## config.mk

```make
export PLATFORM = sky130hd
export DESIGN_NAME = digit_editor_scan_flat
export DESIGN_NICKNAME = d
export VERILOG_FILES = /design/src/rtl/digit_editor_scan_pkg.sv /design/src/rtl/digit_editor_scan_if.sv /design/src/rtl/digit_editor_scan_bcd_to_7seg.sv /design/src/rtl/digit_editor_scan.sv /design/src/flat_wrapper.sv
export SDC_FILE = /design/constraint.sdc
export NUM_CORES = 1
export LEC_CHECK = 0
export ABC_AREA = 1
export BUFFER_PORTS_ARGS = -buffer_cell sky130_fd_sc_hd__buf_4
export CAP_MARGIN = 20
export CORE_UTILIZATION = 55
export CTS_BUF_LIST = sky130_fd_sc_hd__clkbuf_4 sky130_fd_sc_hd__clkbuf_8
export DETAILED_ROUTE_END_ITERATION = 7
export HOLD_SLACK_MARGIN = 0.12
export PLACE_DENSITY = 0.85
export SYNTH_ARGS = -nofsm -noshare
export SYNTH_HDL_FRONTEND = slang
export SYNTH_SLANG_ARGS = --single-unit
export TNS_END_PERCENT = 100
```

## constraint.sdc

```tcl
create_clock -name clk -period 2.6 [get_ports clk]
set_input_delay 0.39 -clock clk [delete_from_list [all_inputs] [get_ports clk]]
set_output_delay 0.39 -clock clk [all_outputs]
set_load 0.01 [all_outputs]
```

## src/rtl/digit_editor_scan_pkg.sv

```systemverilog
// Shared types and constants for the digit editor / display scanner.
//   bcd_t      : one BCD digit
//   SEG_*      : active-high segment codes {dp,g,f,e,d,c,b,a}
package digit_editor_scan_pkg;

  typedef logic [3:0] bcd_t;

  localparam bcd_t BCD_MAX = 4'd9;

  localparam logic [7:0] SEG_0     = 8'h3F;
  localparam logic [7:0] SEG_1     = 8'h06;
  localparam logic [7:0] SEG_2     = 8'h5B;
  localparam logic [7:0] SEG_3     = 8'h4F;
  localparam logic [7:0] SEG_4     = 8'h66;
  localparam logic [7:0] SEG_5     = 8'h6D;
  localparam logic [7:0] SEG_6     = 8'h7D;
  localparam logic [7:0] SEG_7     = 8'h07;
  localparam logic [7:0] SEG_8     = 8'h7F;
  localparam logic [7:0] SEG_9     = 8'h6F;
  localparam logic [7:0] SEG_BLANK = 8'h00;
  localparam logic [7:0] SEG_DP    = 8'h80;

endpackage

```

## src/rtl/digit_editor_scan_if.sv

```systemverilog
// Button/display bundle for digit_editor_scan.
//   inc/dec/nxt : debounced buttons, active-low
//   carry_en    : ripple carry/borrow into higher digits
//   clr         : synchronous clear of all digits
//   value       : BCD digits, digit 0 in [3:0]
//   cursor      : digit under edit
//   seg_dat     : segments {dp,g,f,e,d,c,b,a} of the scanned digit
//   seg_sel     : active-low one-hot digit select
interface digit_editor_scan_if #(parameter int NUM_DIGITS = 4);
  logic                    inc;
  logic                    dec;
  logic                    nxt;
  logic                    carry_en;
  logic                    clr;
  logic [4*NUM_DIGITS-1:0] value;
  logic [2:0]              cursor;
  logic [7:0]              seg_dat;
  logic [NUM_DIGITS-1:0]   seg_sel;

  modport master (
    output inc, dec, nxt, carry_en, clr,
    input  value, cursor, seg_dat, seg_sel
  );

  modport slave (
    input  inc, dec, nxt, carry_en, clr,
    output value, cursor, seg_dat, seg_sel
  );
endinterface

```

## src/rtl/digit_editor_scan_bcd_to_7seg.sv

```systemverilog
// bcd_to_7seg: combinational BCD to 7-segment decode, dp always 0.
//   bcd : digit in
//   seg : {dp,g,f,e,d,c,b,a}; codes 10-15 decode to blank
module bcd_to_7seg
  import digit_editor_scan_pkg::*;
(
  input  bcd_t       bcd,
  output logic [7:0] seg
);
  always_comb begin
    case (bcd)
      4'd0:    seg = SEG_0;
      4'd1:    seg = SEG_1;
      4'd2:    seg = SEG_2;
      4'd3:    seg = SEG_3;
      4'd4:    seg = SEG_4;
      4'd5:    seg = SEG_5;
      4'd6:    seg = SEG_6;
      4'd7:    seg = SEG_7;
      4'd8:    seg = SEG_8;
      4'd9:    seg = SEG_9;
      default: seg = SEG_BLANK;
    endcase
  end
endmodule

```

## src/rtl/digit_editor_scan.sv

```systemverilog
// digit_editor_scan: multi-digit BCD editor driven by three buttons, with a
// multiplexed 7-segment scanner and a blinking cursor digit.
//   clk : clock
//   Rst : asynchronous active-high reset
//   bus : digit_editor_scan_if.slave (buttons in, digits/cursor/segments out)
module digit_editor_scan
  import digit_editor_scan_pkg::*;
#(
  parameter int NUM_DIGITS = 4,
  parameter int SCAN_DIV   = 1000,
  parameter int BLINK_DIV  = 250000
) (
  input  logic                 clk,
  input  logic                 Rst,
  digit_editor_scan_if.slave   bus
);
  localparam int IW = $clog2(NUM_DIGITS);
  localparam int SW = $clog2(SCAN_DIV);
  localparam int BW = $clog2(BLINK_DIV);
  localparam logic [IW-1:0] LAST = IW'(NUM_DIGITS - 1);

  // {nxt,dec,inc}: sampled copy and one-cycle-delayed copy
  logic [2:0] btn_s, btn_d, ev;
  logic       do_inc, do_dec;

  bcd_t [NUM_DIGITS-1:0] digits, digits_nxt;
  logic [IW-1:0]         cur_q;

  logic [SW-1:0] scan_cnt;
  logic [IW-1:0] scan_idx;
  logic [BW-1:0] blink_cnt;
  logic          blink_ph;
  logic [7:0]    seg_raw, seg_dat_q;
  logic [NUM_DIGITS-1:0] seg_sel_q;

  // falling edge: delayed copy still high, sampled copy already low
  assign ev     = btn_d & ~btn_s;
  assign do_inc = ev[0] & ~ev[1];
  assign do_dec = ev[1] & ~ev[0];

  // Single-cycle ripple: 'active' starts at the cursor digit and keeps
  // propagating upward only while a digit wraps and carry is enabled.
  // Anything falling off the top digit is simply dropped.
  always_comb begin
    logic active;
    digits_nxt = digits;
    active     = 1'b0;
    for (int i = 0; i < NUM_DIGITS; i++) begin
      if (i == int'(cur_q)) active = do_inc | do_dec;
      if (active) begin
        if (do_inc) begin
          if (digits[i] == BCD_MAX) begin
            digits_nxt[i] = 4'd0;
            active        = bus.carry_en;
          end else begin
            digits_nxt[i] = digits[i] + 4'd1;
            active        = 1'b0;
          end
        end else begin
          if (digits[i] == 4'd0) begin
            digits_nxt[i] = BCD_MAX;
            active        = bus.carry_en;
          end else begin
            digits_nxt[i] = digits[i] - 4'd1;
            active        = 1'b0;
          end
        end
      end
    end
    if (bus.clr) digits_nxt = '0;
  end

  always_ff @(posedge clk or posedge Rst) begin
    if (Rst) begin
      btn_s  <= '1;
      btn_d  <= '1;
      digits <= '0;
      cur_q  <= '0;
    end else begin
      btn_s  <= {bus.nxt, bus.dec, bus.inc};
      btn_d  <= btn_s;
      digits <= digits_nxt;
      if (ev[2]) cur_q <= (cur_q == LAST) ? '0 : cur_q + IW'(1);
    end
  end

  bcd_to_7seg u_dec (
    .bcd (digits[scan_idx]),
    .seg (seg_raw)
  );

  // Segment outputs are registered from the current scan state, so they
  // trail scan_idx by one cycle; the reset values match scan index 0.
  always_ff @(posedge clk or posedge Rst) begin
    if (Rst) begin
      scan_cnt  <= '0;
      scan_idx  <= '0;
      blink_cnt <= '0;
      blink_ph  <= 1'b1;
      seg_sel_q <= ~NUM_DIGITS'(1);
      seg_dat_q <= SEG_0 | SEG_DP;
    end else begin
      if (scan_cnt == SW'(SCAN_DIV - 1)) begin
        scan_cnt <= '0;
        scan_idx <= (scan_idx == LAST) ? '0 : scan_idx + IW'(1);
      end else begin
        scan_cnt <= scan_cnt + SW'(1);
      end
      if (blink_cnt == BW'(BLINK_DIV - 1)) begin
        blink_cnt <= '0;
        blink_ph  <= ~blink_ph;
      end else begin
        blink_cnt <= blink_cnt + BW'(1);
      end
      seg_sel_q <= ~(NUM_DIGITS'(1) << scan_idx);
      if (scan_idx == cur_q)
        seg_dat_q <= blink_ph ? (seg_raw | SEG_DP) : SEG_DP;
      else
        seg_dat_q <= seg_raw;
    end
  end

  assign bus.value   = digits;
  assign bus.cursor  = 3'(cur_q);
  assign bus.seg_dat = seg_dat_q;
  assign bus.seg_sel = seg_sel_q;

endmodule

```

## src/flat_wrapper.sv

```systemverilog
// flat-port wrapper written by rule: the top's interface ports become plain ports
module digit_editor_scan_flat import digit_editor_scan_pkg::*;
#(
  parameter int NUM_DIGITS = 4,
  parameter int SCAN_DIV   = 1000,
  parameter int BLINK_DIV  = 250000
)
  (clk, Rst, bus_inc, bus_dec, bus_nxt, bus_carry_en, bus_clr, bus_value, bus_cursor, bus_seg_dat, bus_seg_sel);
  digit_editor_scan_if #(.NUM_DIGITS(NUM_DIGITS)) bus_i ();
  input  logic clk;
  input  logic Rst;
  input wire logic [$bits(bus_i.inc)-1:0] bus_inc;
  input wire logic [$bits(bus_i.dec)-1:0] bus_dec;
  input wire logic [$bits(bus_i.nxt)-1:0] bus_nxt;
  input wire logic [$bits(bus_i.carry_en)-1:0] bus_carry_en;
  input wire logic [$bits(bus_i.clr)-1:0] bus_clr;
  output wire logic [$bits(bus_i.value)-1:0] bus_value;
  output wire logic [$bits(bus_i.cursor)-1:0] bus_cursor;
  output wire logic [$bits(bus_i.seg_dat)-1:0] bus_seg_dat;
  output wire logic [$bits(bus_i.seg_sel)-1:0] bus_seg_sel;
  assign bus_i.inc = bus_inc;
  assign bus_i.dec = bus_dec;
  assign bus_i.nxt = bus_nxt;
  assign bus_i.carry_en = bus_carry_en;
  assign bus_i.clr = bus_clr;
  assign bus_value = bus_i.value;
  assign bus_cursor = bus_i.cursor;
  assign bus_seg_dat = bus_i.seg_dat;
  assign bus_seg_sel = bus_i.seg_sel;
  digit_editor_scan #(.NUM_DIGITS(NUM_DIGITS), .SCAN_DIV(SCAN_DIV), .BLINK_DIV(BLINK_DIV)) u_core (.clk(clk), .Rst(Rst), .bus(bus_i));
endmodule
```

# Word-level counts from Yosys, hierarchy flattened
# Memory sizes are Yosys's and may differ from the RTL's.
# Index checks and enable logic that the tools add are counted.
# totals
rom_bits	112
out_inout_bits	31
n_memories	1
reg_bits	67
in_bits	7
elab_cells	99
# memory_table
name	words	width	read_ports	rd_clocked_by_memory_dff	write_ports	line	text
(name not given)	16	7	1	0	0	digit_editor_scan_bcd_to_7seg.sv:11	case (bcd)
# classes
add_sub_neg	12
mux	41
shifts	1
n_bitwise	9
n_lt_le_gt_ge	1
n_eq_ne	12
reduce_logical	9
# op_table
op	count
4-bit 2-to-1 mux	17
18-bit by 1-bit adder with 18-bit output (second input constant)	1
18-bit == test (second input constant)	1
18-bit 2-to-1 mux	1
4-bit by 1-bit adder with 4-bit output (second input constant)	4
4-bit == test (second input constant)	4
4-bit zero test	4
1-bit 2-to-1 mux	16
16-bit 2-to-1 mux	1
4-bit by 1-bit subtractor with 4-bit output (second input constant)	4
10-bit by 1-bit adder with 10-bit output (second input constant)	1
10-bit == test (second input constant)	1
10-bit 2-to-1 mux	1
4-bit binary-select mux with 2-bit select	1
8-bit 2-to-1 mux	1
2-bit nonzero test	4
7-bit 2-to-1 mux	1
2-bit by 1-bit adder with 2-bit output (second input constant)	2
2-bit == test (first input constant)	2
2-bit == test (second input constant)	2
2-bit 2-to-1 mux	2
4-bit inverter	1
1-bit by 2-bit << shifter with 4-bit output (first input constant)	1
3-bit AND	1
other kinds (8)	11

# Longest topological paths before layout
# depth
depth_word	14
ltp_mapped	14
ltp_nobuf	14

# Modules after synthesis
# A second synthesis with hierarchy kept.
# hier_totals
hier_cells	504
hier_area_um2	3983.8
# modules_own_cells
module	area_per_inst_um2	cells_each	n_inst	seq_area_each_um2
digit_editor_scan	3762.4	463	1	1697.9
bcd_to_7seg	221.5	41	1	0.0

# Least setup slack after synthesis
# No wires, ideal clock.
# synth_timing
kind	flip-flop to flip-flop
startpoint	register u_core.scan_idx[0]
endpoint	register u_core.seg_dat_q[3], in the netlist u_core.bus.seg_dat[3]
required_time_ps	2533
slack_ps	822
period_less_slack_ps	1778
path_stages_with_launch	12
path_buffers	2
arrival_time_ps	1710
setup_time_ps	67
path_cell_list	dfrtp_1 > buf_2 > buf_6 > nor2_1 > inv_1 > a32oi_1 > inv_1 > ha_1 > inv_1 > nor2_1 > nor2_1 > nor2_1
# synth_between
elab_chain_cells	5
word_cells_on_any_way	6
classes_between	eq/ne: 1; mux: 4; memory: 1
# synth_lines
item	line	text
start: declaration	digit_editor_scan.sv:30	logic [IW-1:0] scan_idx;
start signal: assignment	digit_editor_scan.sv:105	scan_idx <= (scan_idx == LAST) ? '0 : scan_idx + IW'(1);
4-bit binary-select mux with 2-bit select	digit_editor_scan.sv:88	.bcd (digits[scan_idx]),
4-bit 2-to-1 mux (not written as such)	digit_editor_scan.sv:88	
memory read 16 x 7 bit	-	
7-bit 2-to-1 mux	digit_editor_scan.sv:117	seg_dat_q <= blink_ph ? (seg_raw | SEG_DP) : SEG_DP;
8-bit 2-to-1 mux *	digit_editor_scan.sv:116	if (scan_idx == cur_q)
end signal: assignment	digit_editor_scan.sv:101	seg_dat_q <= SEG_0 | SEG_DP;
end signal: assignment	digit_editor_scan.sv:117	
end signal: assignment	digit_editor_scan.sv:119	seg_dat_q <= seg_raw;
end: declaration	digit_editor_scan.sv:33	logic [7:0] seg_raw, seg_dat_q;
# Every way passes the cells marked *; elsewhere a longest branch is shown, timed or not. The select of a mux whose other input is x is not followed.
# A chain may end at the register's enable or synchronous reset.

# Worst setup path in the final report
# Same ends and word-level chain as after synthesis.

==> results.cfg <==
[route]
wl_met3_um = 433
viasPerCell = 5.372
firstDrtPassIters = 5
met1_length_um = 3668
route.detailed.drc = 0
drtIter0Drc = 258
wl_um = 8302
wl_met2_um = 3995
vias = 3422
top_layer = met4
wl_per_cell_um = 13.03
ant_nets = 0

[placed_design]
hpwl_um = 6136
globalplace.congestion = 0.9424
port_buffers = 36
pre_cts_ws_ns = 0.6336

[power_and_ir_drop]
switching_power_mw = 1.173
power_density_nw_per_um2 = 715.7
ir_drop_mv = 0.3427
switching_share_pct = 36.27
p_comb_share_pct = 33.1
p_leak_nw = 2.264
power.share.clock_pct = 23.9
p_seq_share_pct = 42.9
p_int_mw = 2.061

[critical_path]
worstPathArrival_ns = 2.33
end_kind = register
crit_type = register to register
critPathMaxFanout = 19
r2r_cells = 8
cp.required_ns = 2.88
cp-start-kind = register
rrSetupSlack_ns = 0.55

[clock_tree]
cts_made_buffers = 9
postCtsResizedCells = 0
clkSinkCount = 67
clock_path_buffers = 2
cts_tree = yes
clk_latency_ns = 0.34
cts_max_level = 3
clk_pin_slew_ns = 0.07
root_buffer = clkbuf_8

[sta]
layout_min_cycle_time_ns = 2.052
worstMarginPinSlew_ns = 0.5941
max_freq_mhz = 487.4
setup_viol_count_final = 0
fin_setup_tns_ns = 0
skew_ns = 0.008301
slew_viol_final = 0
slew_headroom_pct = 60.40
hold_viol_final = 0
fin_ws_ns = 0.5481
final.period_utilization_pct = 78.92
rsz0062_at_grt = false

[yosys]
syn_inst = 492
ys_seq_area_share_pct = 42.86
synth-seq-cells = 67
yosysUniqueCellTypes = 46
synth-main-ff-cell = dfrtp_1
syn_area_per_cell_um2 = 8.051
synth_area_um2 = 3961
yosysWarnings = 0
syn_nets = 518
synth_edf_count = 0
synthArstFlopShare_pct = 100.0

[die]
die_w_um = 86.87
start_util_pct = 57.67
std_cell_rows = 30
die_h_um = 86.87
io_pins = 38
dieArea_um2 = 7546
core_um2 = 6869

[global_routing]
track_usage_pct = 23.55
grt_max_degree = 26
grt_pass1_vias = 3116
overflow = 0
grt_pass1_wl_um = 13770
antenna_found_initial = 0

[final_layout]
n_fill_cell = 529
drive_gt1_share_pct = 22.37
diodes = 0
fin_nets = 562
areaGrowthSynthToFinish_pct = 14.06

[outcome]
status = finished clean

[worst_hold_path]
min_path_cells = 1
hold_class = input port to register

[job]
cap_violations = 0
[Yosys cell counts (3+ instances only)]
master    instances  share of area [%]
nand4_1           6               0.95
nor2_4            4                1.1
dfrtp_1          50                 32
a21oi_1          32                4.0
nor3_1            9                1.1
nor4_1            5               0.79
nand3_2           4                1.0
o22ai_1           3               0.47
ha_1             19                6.0
nor2_1           51                4.8
nand3_1          36                4.5
o211ai_1          4               0.76
o21ai_0          29                3.7
inv_2            13                1.2
o21ai_2           3               0.66
nand2_4           3               0.85
dfstp_2          17                 11
nand2_1          83                7.9
nand2_2           7                1.1
o21ai_1           5               0.63
nor2_2            6               0.95
xor2_1           12                2.7
inv_1            61                5.8
buf_2             3               0.38
[final timing paths]
check	startpoint	endpoint
setup / recovery	u_core.scan_idx[0]	u_core.bus.seg_dat[3]
setup reg to reg	u_core.scan_idx[0]	u_core.bus.seg_dat[3]
hold / removal	bus_inc	u_core.btn_s[0]
hold reg to reg	u_core.btn_s[1]	u_core.btn_d[1]
max in group asynchronous	Rst	u_core.bus.seg_dat[0]
min in group asynchronous	Rst	u_core.blink_cnt[6]
[state kept, by name (all words and copies together) (netlist names)]
register,flops
u_core.scan_cnt,10
u_core.bus.value,16
u_core.cur_q,2
u_core.btn_s,3
u_core.bus.seg_dat,8
u_core.btn_d,3
u_core.blink_ph,1
u_core.bus.seg_sel,4
u_core.scan_idx,2
u_core.blink_cnt,18
[cells by family (layout without fill, tap and decap cells)]
| kind of cell | after synthesis | count (layout) | synth area share (%) |
|---|---|---|---|
| compound gates | 86 | 86 | 12.38 |
| xor+xnor | 13 | 13 | 2.874 |
| fa+ha+maj | 19 | 19 | 6.001 |
| buf+inv | 82 | 131 | 8.181 |
| flops | 67 | 67 | 42.86 |
| other cells | 1 | 1 | 0.09467 |
| simple gates | 224 | 224 | 27.61 |
[cell type report]
cell class                      count  area (um^2)  share of cell area [%]
Tap cell                           96        120.1                   2.659
Timing Repair Buffer               40        302.8                   6.702
Clock inverter                      3        15.01                  0.3323
Sequential cell                    67         1698                   37.58
Inverter                           75        282.8                   6.259
Multi-Input combinational cell    343         1939                   42.92
Clock buffer                       13        160.2                   3.545
[power groups by stage]
stage / logic (mW) / registers [mW] / clock network, mW
after CTS: 1.06 / 1.39 / 0.794
after global routing: 1.19 / 1.41 / 0.836
after floorplan: 0.643 / 1.43 / 0
after global placement: 1.02 / 1.40 / 0
final: 1.07 / 1.39 / 0.774
after detailed placement: 1.05 / 1.40 / 0
[critical path, cell delays in order (launching register included)]
cell     delay (ns)
dfrtp_1        0.68
nand2_1        0.11
a32oi_1        0.41
inv_1          0.15
ha_1           0.31
inv_1          0.04
nor2_1         0.12
nor2_1         0.06
nor2_1         0.10
[metal layers]
| metal | GRT usage (%) | vias up |
|---|---|---|
| met3 | 3.791 | 22 |
| li1 | - | 1697 |
| met1 | 29.82 | 1580 |
| met2 | 38.51 | 123 |
| met4 | 13.18 | 0 |
| met5 | 0 | - |
[metrics by stage]
| step | hold slack, ns | instances | power, mW | instance area, um^2 | utilization [%] |
|---|---|---|---|---|---|
| after detailed placement | 0.3613 | 620 | 2.455 | 4333 | 63.08 |
| final | 0.1563 | 637 | 3.234 | 4518 | 65.77 |
| after global placement | 0.3557 | 620 | 2.417 | 4333 | 63.08 |
| after CTS | 0.1429 | 637 | 3.240 | 4518 | 65.77 |
| after global routing | 0.1445 | 637 | 3.436 | 4518 | 65.77 |
| after floorplan | 0.3540 | 492 | 2.071 | 3961 | - |
[layout by cell type (no fill, tap or decap), types with 2 or more instances in the layout]
cell type  netlist  final
inv_2           13     14
o21ai_1          5      5
dfstp_2         17     17
buf_4            1     39
clkbuf_8         0     10
clkbuf_4         0      3
o21ai_0         29     29
nand3_2          4      4
nor2_1          51     51
inv_1           61     60
nor2_4           4      4
o22ai_1          3      3
and3_1           2      2
o211ai_1         4      4
clkinv_2         1      4
nor3_1           9      9
nor4_1           5      5
o21a_1           2      2
nand3_1         36     36
o21ai_2          3      3
dfrtp_1         50     50
a31oi_1          2      2
nand2_4          3      3
nor2_2           6      6
a21oi_1         32     32
xor2_1          12     12
nand2_1         83     83
ha_1            19     19
nand2_2          7      7
nand3b_1         2      2
nand4_1          6      6
[repair_timing]
| action | CTS | global route |
|---|---|---|
| hold buffers | 1 | 0 |
| hold endpoints to repair | 19 | 0 |
| setup buffers | 0 | 0 |
Power figures use the tool's default switching activity.
